<file path="src/rtl/lsu_bus_master.sv">
// Load/store bus master: one request at a time, byte-lane extract/extend on loads,
// read-modify-write for sub-doubleword stores onto a 64-bit-only bus.
module lsu_bus_master #(
    parameter int RD_LAT = 1
) (
    input  logic        clk,
    input  logic        reset,
    input  logic        req_valid,
    output logic        req_ready,
    input  logic        req_we,
    input  logic [1:0]  req_size,
    input  logic        req_unsigned,
    input  logic [63:0] req_addr,
    input  logic [63:0] req_wdata,
    output logic        resp_valid,
    output logic [63:0] resp_rdata,
    output logic        resp_err,
    output logic [63:0] direccion,
    output logic [63:0] dataWrite,
    output logic        memWr,
    input  logic [63:0] dataRead
);

    typedef enum logic [1:0] {IDLE, RD, WR, RESP} state_e;

    localparam logic [1:0] LAT = 2'(RD_LAT);

    state_e      state_q, state_d;
    logic [1:0]  cnt_q, cnt_d;
    logic        we_q, we_d;
    logic [1:0]  size_q, size_d;
    logic        uns_q, uns_d;
    logic [2:0]  lane_q, lane_d;
    logic [63:0] wdata_q, wdata_d;
    logic [63:0] dir_q, dir_d;
    logic [63:0] dw_q, dw_d;
    logic [63:0] rdata_q, rdata_d;
    logic        err_q, err_d;
    logic        mem_wr_q, mem_wr_d;
    logic        resp_valid_q, resp_valid_d;

    function automatic logic misaligned(input logic [1:0] size, input logic [2:0] a);
        case (size)
            2'd0:    return 1'b0;
            2'd1:    return a[0];
            2'd2:    return |a[1:0];
            default: return |a;
        endcase
    endfunction

    function automatic logic [63:0] load_ext(input logic [63:0] raw, input logic [2:0] lane,
                                             input logic [1:0] size, input logic uns);
        logic [63:0] s;
        s = raw >> {lane, 3'b000};
        case (size)
            2'd0:    return uns ? {56'b0, s[7:0]}  : {{56{s[7]}}, s[7:0]};
            2'd1:    return uns ? {48'b0, s[15:0]} : {{48{s[15]}}, s[15:0]};
            2'd2:    return uns ? {32'b0, s[31:0]} : {{32{s[31]}}, s[31:0]};
            default: return s;
        endcase
    endfunction

    // Replace only the addressed lanes; the rest keep what the bus returned.
    function automatic logic [63:0] merge(input logic [63:0] raw, input logic [63:0] wdata,
                                          input logic [2:0] lane, input logic [1:0] size);
        logic [63:0] m;
        case (size)
            2'd0:    m = 64'h0000_0000_0000_00FF;
            2'd1:    m = 64'h0000_0000_0000_FFFF;
            2'd2:    m = 64'h0000_0000_FFFF_FFFF;
            default: m = '1;
        endcase
        m = m << {lane, 3'b000};
        return (raw & ~m) | ((wdata << {lane, 3'b000}) & m);
    endfunction

    always_comb begin
        // NOTE: every _d gets a default first so no path through the case infers a latch.
        state_d      = state_q;
        cnt_d        = cnt_q;
        we_d         = we_q;
        size_d       = size_q;
        uns_d        = uns_q;
        lane_d       = lane_q;
        wdata_d      = wdata_q;
        dir_d        = dir_q;
        dw_d         = dw_q;
        rdata_d      = rdata_q;
        err_d        = 1'b0;
        mem_wr_d     = 1'b0;
        resp_valid_d = 1'b0;
        case (state_q)
            IDLE: if (req_valid) begin
                we_d    = req_we;
                size_d  = req_size;
                uns_d   = req_unsigned;
                lane_d  = req_addr[2:0];
                wdata_d = req_wdata;
                if (misaligned(req_size, req_addr[2:0])) begin
                    state_d      = RESP;
                    err_d        = 1'b1;
                    rdata_d      = '0;
                    resp_valid_d = 1'b1;
                end else if (req_we && req_size == 2'd3) begin
                    state_d  = WR;
                    dir_d    = {req_addr[63:3], 3'b000};
                    dw_d     = req_wdata;
                    mem_wr_d = 1'b1;
                end else begin
                    state_d = RD;
                    dir_d   = {req_addr[63:3], 3'b000};
                    cnt_d   = '0;
                end
            end
            RD: if (cnt_q == LAT) begin
                if (we_q) begin
                    state_d  = WR;
                    dw_d     = merge(dataRead, wdata_q, lane_q, size_q);
                    mem_wr_d = 1'b1;
                end else begin
                    state_d      = RESP;
                    rdata_d      = load_ext(dataRead, lane_q, size_q, uns_q);
                    resp_valid_d = 1'b1;
                end
            end else begin
                cnt_d = cnt_q + 2'd1;
            end
            WR: begin
                state_d      = RESP;
                rdata_d      = '0;
                resp_valid_d = 1'b1;
            end
            default: state_d = IDLE;
        endcase
    end

    // NOTE: sequential state uses non-blocking assignments so all flops update together.
    always_ff @(posedge clk) begin
        if (reset) begin
            state_q      <= IDLE;
            cnt_q        <= '0;
            we_q         <= 1'b0;
            size_q       <= '0;
            uns_q        <= 1'b0;
            lane_q       <= '0;
            wdata_q      <= '0;
            dir_q        <= '0;
            dw_q         <= '0;
            rdata_q      <= '0;
            err_q        <= 1'b0;
            mem_wr_q     <= 1'b0;
            resp_valid_q <= 1'b0;
        end else begin
            state_q      <= state_d;
            cnt_q        <= cnt_d;
            we_q         <= we_d;
            size_q       <= size_d;
            uns_q        <= uns_d;
            lane_q       <= lane_d;
            wdata_q      <= wdata_d;
            dir_q        <= dir_d;
            dw_q         <= dw_d;
            rdata_q      <= rdata_d;
            err_q        <= err_d;
            mem_wr_q     <= mem_wr_d;
            resp_valid_q <= resp_valid_d;
        end
    end

    assign req_ready  = (state_q == IDLE);
    assign resp_valid = resp_valid_q;
    assign resp_rdata = rdata_q;
    assign resp_err   = err_q;
    assign direccion  = dir_q;
    assign dataWrite  = dw_q;
    assign memWr      = mem_wr_q;

endmodule

</file>
<file path="config.mk">
export PLATFORM = sky130hd
export DESIGN_NAME = lsu_bus_master
export DESIGN_NICKNAME = d
export VERILOG_FILES = /design/src/rtl/lsu_bus_master.sv
export SDC_FILE = /design/constraint.sdc
export NUM_CORES = 1
export LEC_CHECK = 0
export BUFFER_PORTS_ARGS = -buffer_cell sky130_fd_sc_hd__buf_2
export CELL_PAD_IN_SITES_DETAIL_PLACEMENT = 1
export CELL_PAD_IN_SITES_GLOBAL_PLACEMENT = 2
export CORE_MARGIN = 2
export CORE_UTILIZATION = 28
export DETAILED_ROUTE_END_ITERATION = 7
export PLACE_DENSITY_LB_ADDON = 0.25
export RECOVER_POWER = 100
export SLEW_MARGIN = 5
export SYNTH_ARGS = -nofsm -noshare
export SYNTH_HDL_FRONTEND = slang
export SYNTH_SLANG_ARGS = --single-unit
</file>
<file path="constraint.sdc">
create_clock -name clk -period 2.2 [get_ports clk]
set_clock_uncertainty 0.15 [all_clocks]
set_input_delay 0.55 -clock clk [delete_from_list [all_inputs] [get_ports clk]]
set_output_delay 0.55 -clock clk [all_outputs]
set_load 0.05 [all_outputs]
</file>
==> results_dict.tcl, run 1 <==
set metrics [dict create \
    fillers 5903 \
    synthSimpleGateAreaFrac_pct 17.0 \
    fin_nets 2434 \
    placed_cells 2819 \
    overflow 0 \
    p_seq_share_pct 24.8 \
    p_sw_share_pct 45.1 \
    cts-buffers-inserted 36 \
    path_buf_inv 2 \
    worstReg2RegStart "lane_q[0]" \
    ff_latch_area_sq_um 5360 \
    ys_seq_elements 267 \
    drive_above_1_share_pct 39.4 \
    synthCells 1682 \
    whs_path_depth 3 \
    cts_tree "done" \
    grt_max_degree 77 \
    hold_end "direccion[52]" \
    crit_fanout 8 \
    ant_nets 0 \
    synth_area_sq_um 14200 \
    clk_latency_ns 0.57 \
    grt_first_pass_wirelength_mm 105 \
    area_growth_pct 46.4 \
    layout_common_cells "374 x nand2_1, 262 x dfxtp_1, 203 x buf_4, 199 x a21oi_1, 197 x buf_2" \
    synth_top_cell_by_area "dfxtp_1" \
    report.final.slew_viol_count 0 \
    htree_levels 2 \
    start_util_pct 28.4 \
    ys_types 75 \
    cp.arrival_ns 2.56 \
    routedWlPerCell_um 25.3 \
    setup_viol 43 \
    reg2regPathDepth 6 \
    die_h_um 229 \
    final_common_cell "nand2_1" \
    fmax_ghz 0.442 \
    power_frac_clock_pct 24.2 \
    io_pins 395 \
    synth_compound_area_share_pct 23.9 \
    grt_util_all_layers_pct 26.3 \
    slew_headroom_pct 52.6 \
    route.final.wire_length_mm 74.2 \
    ys_async_sr_fraction_pct 0 \
    worstSetupPathType "register to register" \
    yosysWarnings 0 \
    startpoint_type "register" \
    place_congestion 0.962 \
    hold_viol 0 \
    yosysTopAreaCellShare_pct 37.6 \
    fin_cells 2932 \
    layout_setup_ws_ns -0.0645 \
    min_path_type "primary input to register" \
    synthAdderAreaFrac_pct 0.528 \
    p_per_area_nw_per_um2 1280 \
    synth.yosys.seq_area_share_pct 37.6 \
    violations "setup timing" \
    critPathTopFamily "compound AO/OA/AOI/OAI gates" \
    drc 0 \
    port_buffers 391 \
    cts_buffer_depth 3 \
    cap_violations 0 \
    p_comb_share_pct 51.1 \
    endpoint_kind "register" \
    hold_start "req_addr[52]" \
    synth_area_leaders "dfxtp_1 38%, nand2_1 9.9%, a21oi_1 7.5%" \
    numClockSinks 267 \
    power_leakage_nw 8.63 \
    rows 82 \
    rsz0062_at_grt "true" \
    root_buffer "clkbuf_16" \
    period_share_pct 103 \
    via_count 15800 \
    synth-xor-area-share_pct 0 \
    syn_area_per_cell_sq_um 8.46 \
    cp.required_ns 2.50 \
    multi_input_comb_area_sq_um 8600 \
    antenna_found_initial 4 \
    clk_pin_slew_ns 0.06 \
    utilization_pct 41.5 \
    r2r_end "dataWrite[36]" \
    drt_iter0_markers 1076 \
    routed_via_density 5.39 \
    synth-edff-count 0 \
    dp_slack_ns -0.375 \
    dp_hpwl_mm 55.1 \
    hold_ws_ns 0.0594 \
    p_total_w 0.0266 \
    peakVddDrop_uv 685 \
    die_x_um 229 \
    muxShareOfSynthArea_pct 15.1 \
    grt_pass1_vias 15800 \
    postCtsHoldBufs 0 \
    reg2reg_slack_ns -0.06 \
    core_area_sq_um 50200 \
    p_int_w 0.0146 \
    ys.flop_type "dfxtp_1" \
    dr.pass1.iters 7 \
    die-area_sq_um 52600 \
    crit_chain "buf_8 > clkbuf_16 > mux4_2 > nor3b_1 > a211o_1 > a32o_1" \
    fin_crit_ns 2.26 \
    synth_top_family_by_area "compound AO/OA/AOI/OAI gates" \
    power_switching_w 0.0120 \
    status "finished, violations left" \
    slowest_delay_ns 0.48 \
    worst_pin_slew_ns 0.711 \
    cp_slowest_cell "mux4_2" \
]
## per-layer routing
layer | global-route usage (%) | wire [um]
met1 | 33.5 | 30800
met5 | 0 | 0
met3 | 4.44 | 4790
met2 | 44.6 | 35800
met4 | 9.52 | 2810
## power by group through the flow
stage / Combinational [W] / Clock [W] / Sequential, W
2_1_floorplan: 0.00529 / 0 / 0.00875
3_3_place_gp: 0.0119 / 0 / 0.00663
4_1_cts: 0.0125 / 0.00658 / 0.00656
6_report: 0.0136 / 0.00644 / 0.00660
5_1_grt: 0.0144 / 0.00676 / 0.00670
3_5_place_dp: 0.0121 / 0 / 0.00665
## per-stage QoR
stage	TNS, ns	instance area (sq um)
detailed placement	-33.44	18400
global route	-4.36	20800
finish	-0.971	20800
floorplan	0	14300
global placement	-28.41	18400
CTS	-0.260	20000
## state kept, by name (all words and copies together), names as in the netlist
name        count
state_q         2
lane_q          3
we_q            1
uns_q           1
direccion      61
resp_rdata     64
memWr           1
dataWrite      64
resp_valid      1
cnt_q           2
resp_err        1
wdata_q        64
size_q          2
## cell type report
class / count / area share (%)
diodes: 4 / 0.0481
clock buffers: 47 / 4.82
clock inverters: 18 / 1.39
inverters: 13 / 0.258
multi-input cells: 1244 / 41.3
flip-flops and latches: 267 / 25.7
well taps: 672 / 4.04
repair buffers: 667 / 22.4
## cells in the mapped netlist (all sizes together) (2+ instances only)
library cell	count
a211o	15
a211oi	43
a21o	23
a21oi	214
a221oi	8
a222oi	7
a22o	33
a22oi	30
a2bb2oi	2
a311oi	8
a31oi	24
a32o	7
and2	4
and3	2
and3b	2
buf	74
clkbuf	86
dfxtp	267
ha	6
inv	13
mux2	41
mux2i	81
mux4	39
nand2	375
nand2b	22
nand3	18
nand3b	11
nand4	2
nor2	89
nor2b	3
nor3	5
nor3b	15
nor4	2
o211ai	27
o21a	10
o21ai	23
o22ai	11
o2bb2ai	8
o31ai	2
o41ai	8
or2	4
or3	2
or4	2
## worst max-delay path by stage
stage / startpoint / cells after the start / slack [ns] / to
5_1_grt: lane_q[1] / 8 / -0.1 / resp_rdata[54]
3_5_place_dp: req_addr[2] / 8 / -0.37 / dataWrite[59]
2_1_floorplan: state_q[1] / 10 / 0.01 / resp_rdata[46]
3_3_place_gp: req_addr[2] / 9 / -0.31 / resp_rdata[31]
6_report: lane_q[0] / 6 / -0.06 / dataWrite[36]
4_1_cts: lane_q[0] / 5 / -0.04 / dataWrite[38]
## logic make-up after synthesis
| group | after synthesis |
|---|---|
| simple gates | 562 |
| compound gates | 512 |
| flops | 267 |
| buf+inv | 173 |
| mux | 161 |
| fa+ha+maj | 6 |
| other cells | 1 |
## what timing repair did
action | in CTS | in global routing
cloned | 1 | 12
pin swaps | 6 | 22
endpoints found under the setup margin | 96 | 144
resized for setup | 45 | 101
setup buffers | 8 | 23
## worst reg2reg max path: stages (launching register included)
cell,delay [ns]
dfxtp_4,0.43
buf_8,0.16
clkbuf_16,0.17
mux4_2,0.48
nor3b_1,0.15
a211o_1,0.33
a32o_1,0.29
(Power assumes the default switching activity.)
==> run 2, diff against run 1 <==
--- a/config.mk
+++ b/config.mk
@@ -17,3 +17,4 @@
 export SYNTH_ARGS = -nofsm -noshare
 export SYNTH_HDL_FRONTEND = slang
 export SYNTH_SLANG_ARGS = --single-unit
+export TNS_END_PERCENT = 20
==> results_dict.tcl, run 2 (synthesized netlist as in run 1, its figures left out) <==
set metrics [dict create \
    fin_crit_ns 2.26 \
    antenna_found_initial 4 \
    route.final.wire_length_mm 72.1 \
    grt_util_all_layers_pct 26.2 \
    via_count 15600 \
    hold_ws_ns 0.0629 \
    ff_latch_area_sq_um 5360 \
    routedWlPerCell_um 24.8 \
    grt_pass1_vias 15800 \
    hold_viol 0 \
    ant_nets 0 \
    grt_first_pass_wirelength_mm 105 \
    dr.pass1.iters 5 \
    fin_nets 2407 \
    area_growth_pct 44.0 \
    cts_tree "done" \
    violations "setup timing" \
    p_total_w 0.0259 \
    totalNegativeSetupSlack_ns -0.288 \
    numClockSinks 267 \
    peakVddDrop_uv 680 \
    rsz0062_at_grt "true" \
    overflow 0 \
    fillers 5908 \
    drt_iter0_markers 1101 \
    slew_headroom_pct 55.0 \
    crit_fanout 10 \
    clk_pin_slew_ns 0.06 \
    die-area_sq_um 52600 \
    core_area_sq_um 50200 \
    layout_setup_ws_ns -0.0647 \
    status "finished, violations left" \
    postCtsHoldBufs 0 \
    multi_input_comb_area_sq_um 8560 \
    routed_via_density 5.37 \
    htree_levels 2 \
    setup_viol 13 \
    die_x_um 229 \
    layout_common_cells "372 x nand2_1, 350 x buf_2, 262 x dfxtp_1, 193 x buf_4, 191 x a21oi_1" \
    rows 82 \
    worst_pin_slew_ns 0.675 \
    final_common_cell "nand2_1" \
    io_pins 395 \
    cts-buffers-inserted 36 \
    grt_max_degree 77 \
    p_per_area_nw_per_um2 1260 \
    cp.required_ns 2.46 \
    power_leakage_nw 8.57 \
    worstSetupPathType "register to register" \
    report.final.slew_viol_count 0 \
    startpoint_type "register" \
    endpoint_kind "register" \
    die_h_um 229 \
    cts_buffer_depth 3 \
    cap_violations 0 \
    period_share_pct 103 \
    dp_hpwl_mm 55.1 \
    place_congestion 0.962 \
    root_buffer "clkbuf_16" \
    clk_latency_ns 0.57 \
    fmax_ghz 0.442 \
    drive_above_1_share_pct 39.1 \
    port_buffers 391 \
    min_path_type "primary input to register" \
    drc 0 \
    start_util_pct 28.4 \
    cp.arrival_ns 2.53 \
]
-- run 2: cell count changes in the layout (fill, tap and decap cells not counted), moves of 4 or more --
cell,change
clkbuf_1,-6
a21oi_2,+8
a21oi_1,-8
buf_6,-4
buf_4,-10
buf_2,+153
clkbuf_2,-149
-- run 2: worst paths after layout --
kind | startpoint | end | slack (ns) | cells past startpoint
setup / recovery | lane_q[0] | dataWrite[42] | -0.06 | 7
hold / removal | req_addr[52] | direccion[52] | 0.06 | 3
setup reg to reg | lane_q[0] | dataWrite[42] | -0.06 | 7
hold reg to reg | resp_rdata[10] | resp_rdata[10] | 0.30 | 2
-- run 2: area by class of cell --
type	count	share of cell area [%]
clock inverters	18	1.42
clock buffers	47	4.90
diodes	4	0.0489
inverters	13	0.238
repair buffers	640	21.4
multi-input cells	1244	41.8
well taps	672	4.10
flip-flops and latches	267	26.2
-- run 2: layer usage --
layer | vias up | GRT usage (%) | routed length (um)
met3 | 125 | 4.52 | 4170
li1 | 7126 | - | -
met4 | 0 | 9.54 | 2620
met2 | 579 | 44.4 | 34600
met5 | - | 0 | 0
met1 | 7781 | 33.4 | 30700
-- run 2: power by group --
group / switching, W / internal (W) / total [W]
clock: 0.00246 / 0.00397 / 0.00643
combinational: 0.00838 / 0.00450 / 0.0129
sequential: 0.000781 / 0.00579 / 0.00657
-- run 2: metrics by stage --
step	area [sq um]	setup WS, ns	std cells	utilization, %
after global placement	18400	-0.309	2819	36.7
after global routing	20500	-0.103	2904	40.8
after CTS	19900	-0.0609	2890	39.7
after detailed placement	18400	-0.375	2819	36.7
after floorplan	14300	0.0135	1684	-
final	20500	-0.0647	2905	40.8
-- run 2: timing repair --
action / in CTS / in global routing
gates cloned: 0 / 4
buffers inserted: 6 / 8
pin swaps: 4 / 21
gates resized for setup: 44 / 94
setup endpoints to repair: 96 / 146
-- run 2: critical path: stages, from the launching register on --
cell and delay, ns:
dfxtp_4 0.40, buf_12 0.15, clkbuf_16 0.18, mux4_2 0.53
a22oi_1 0.21, nand2_1 0.08, o211ai_1 0.27, a211oi_1 0.14
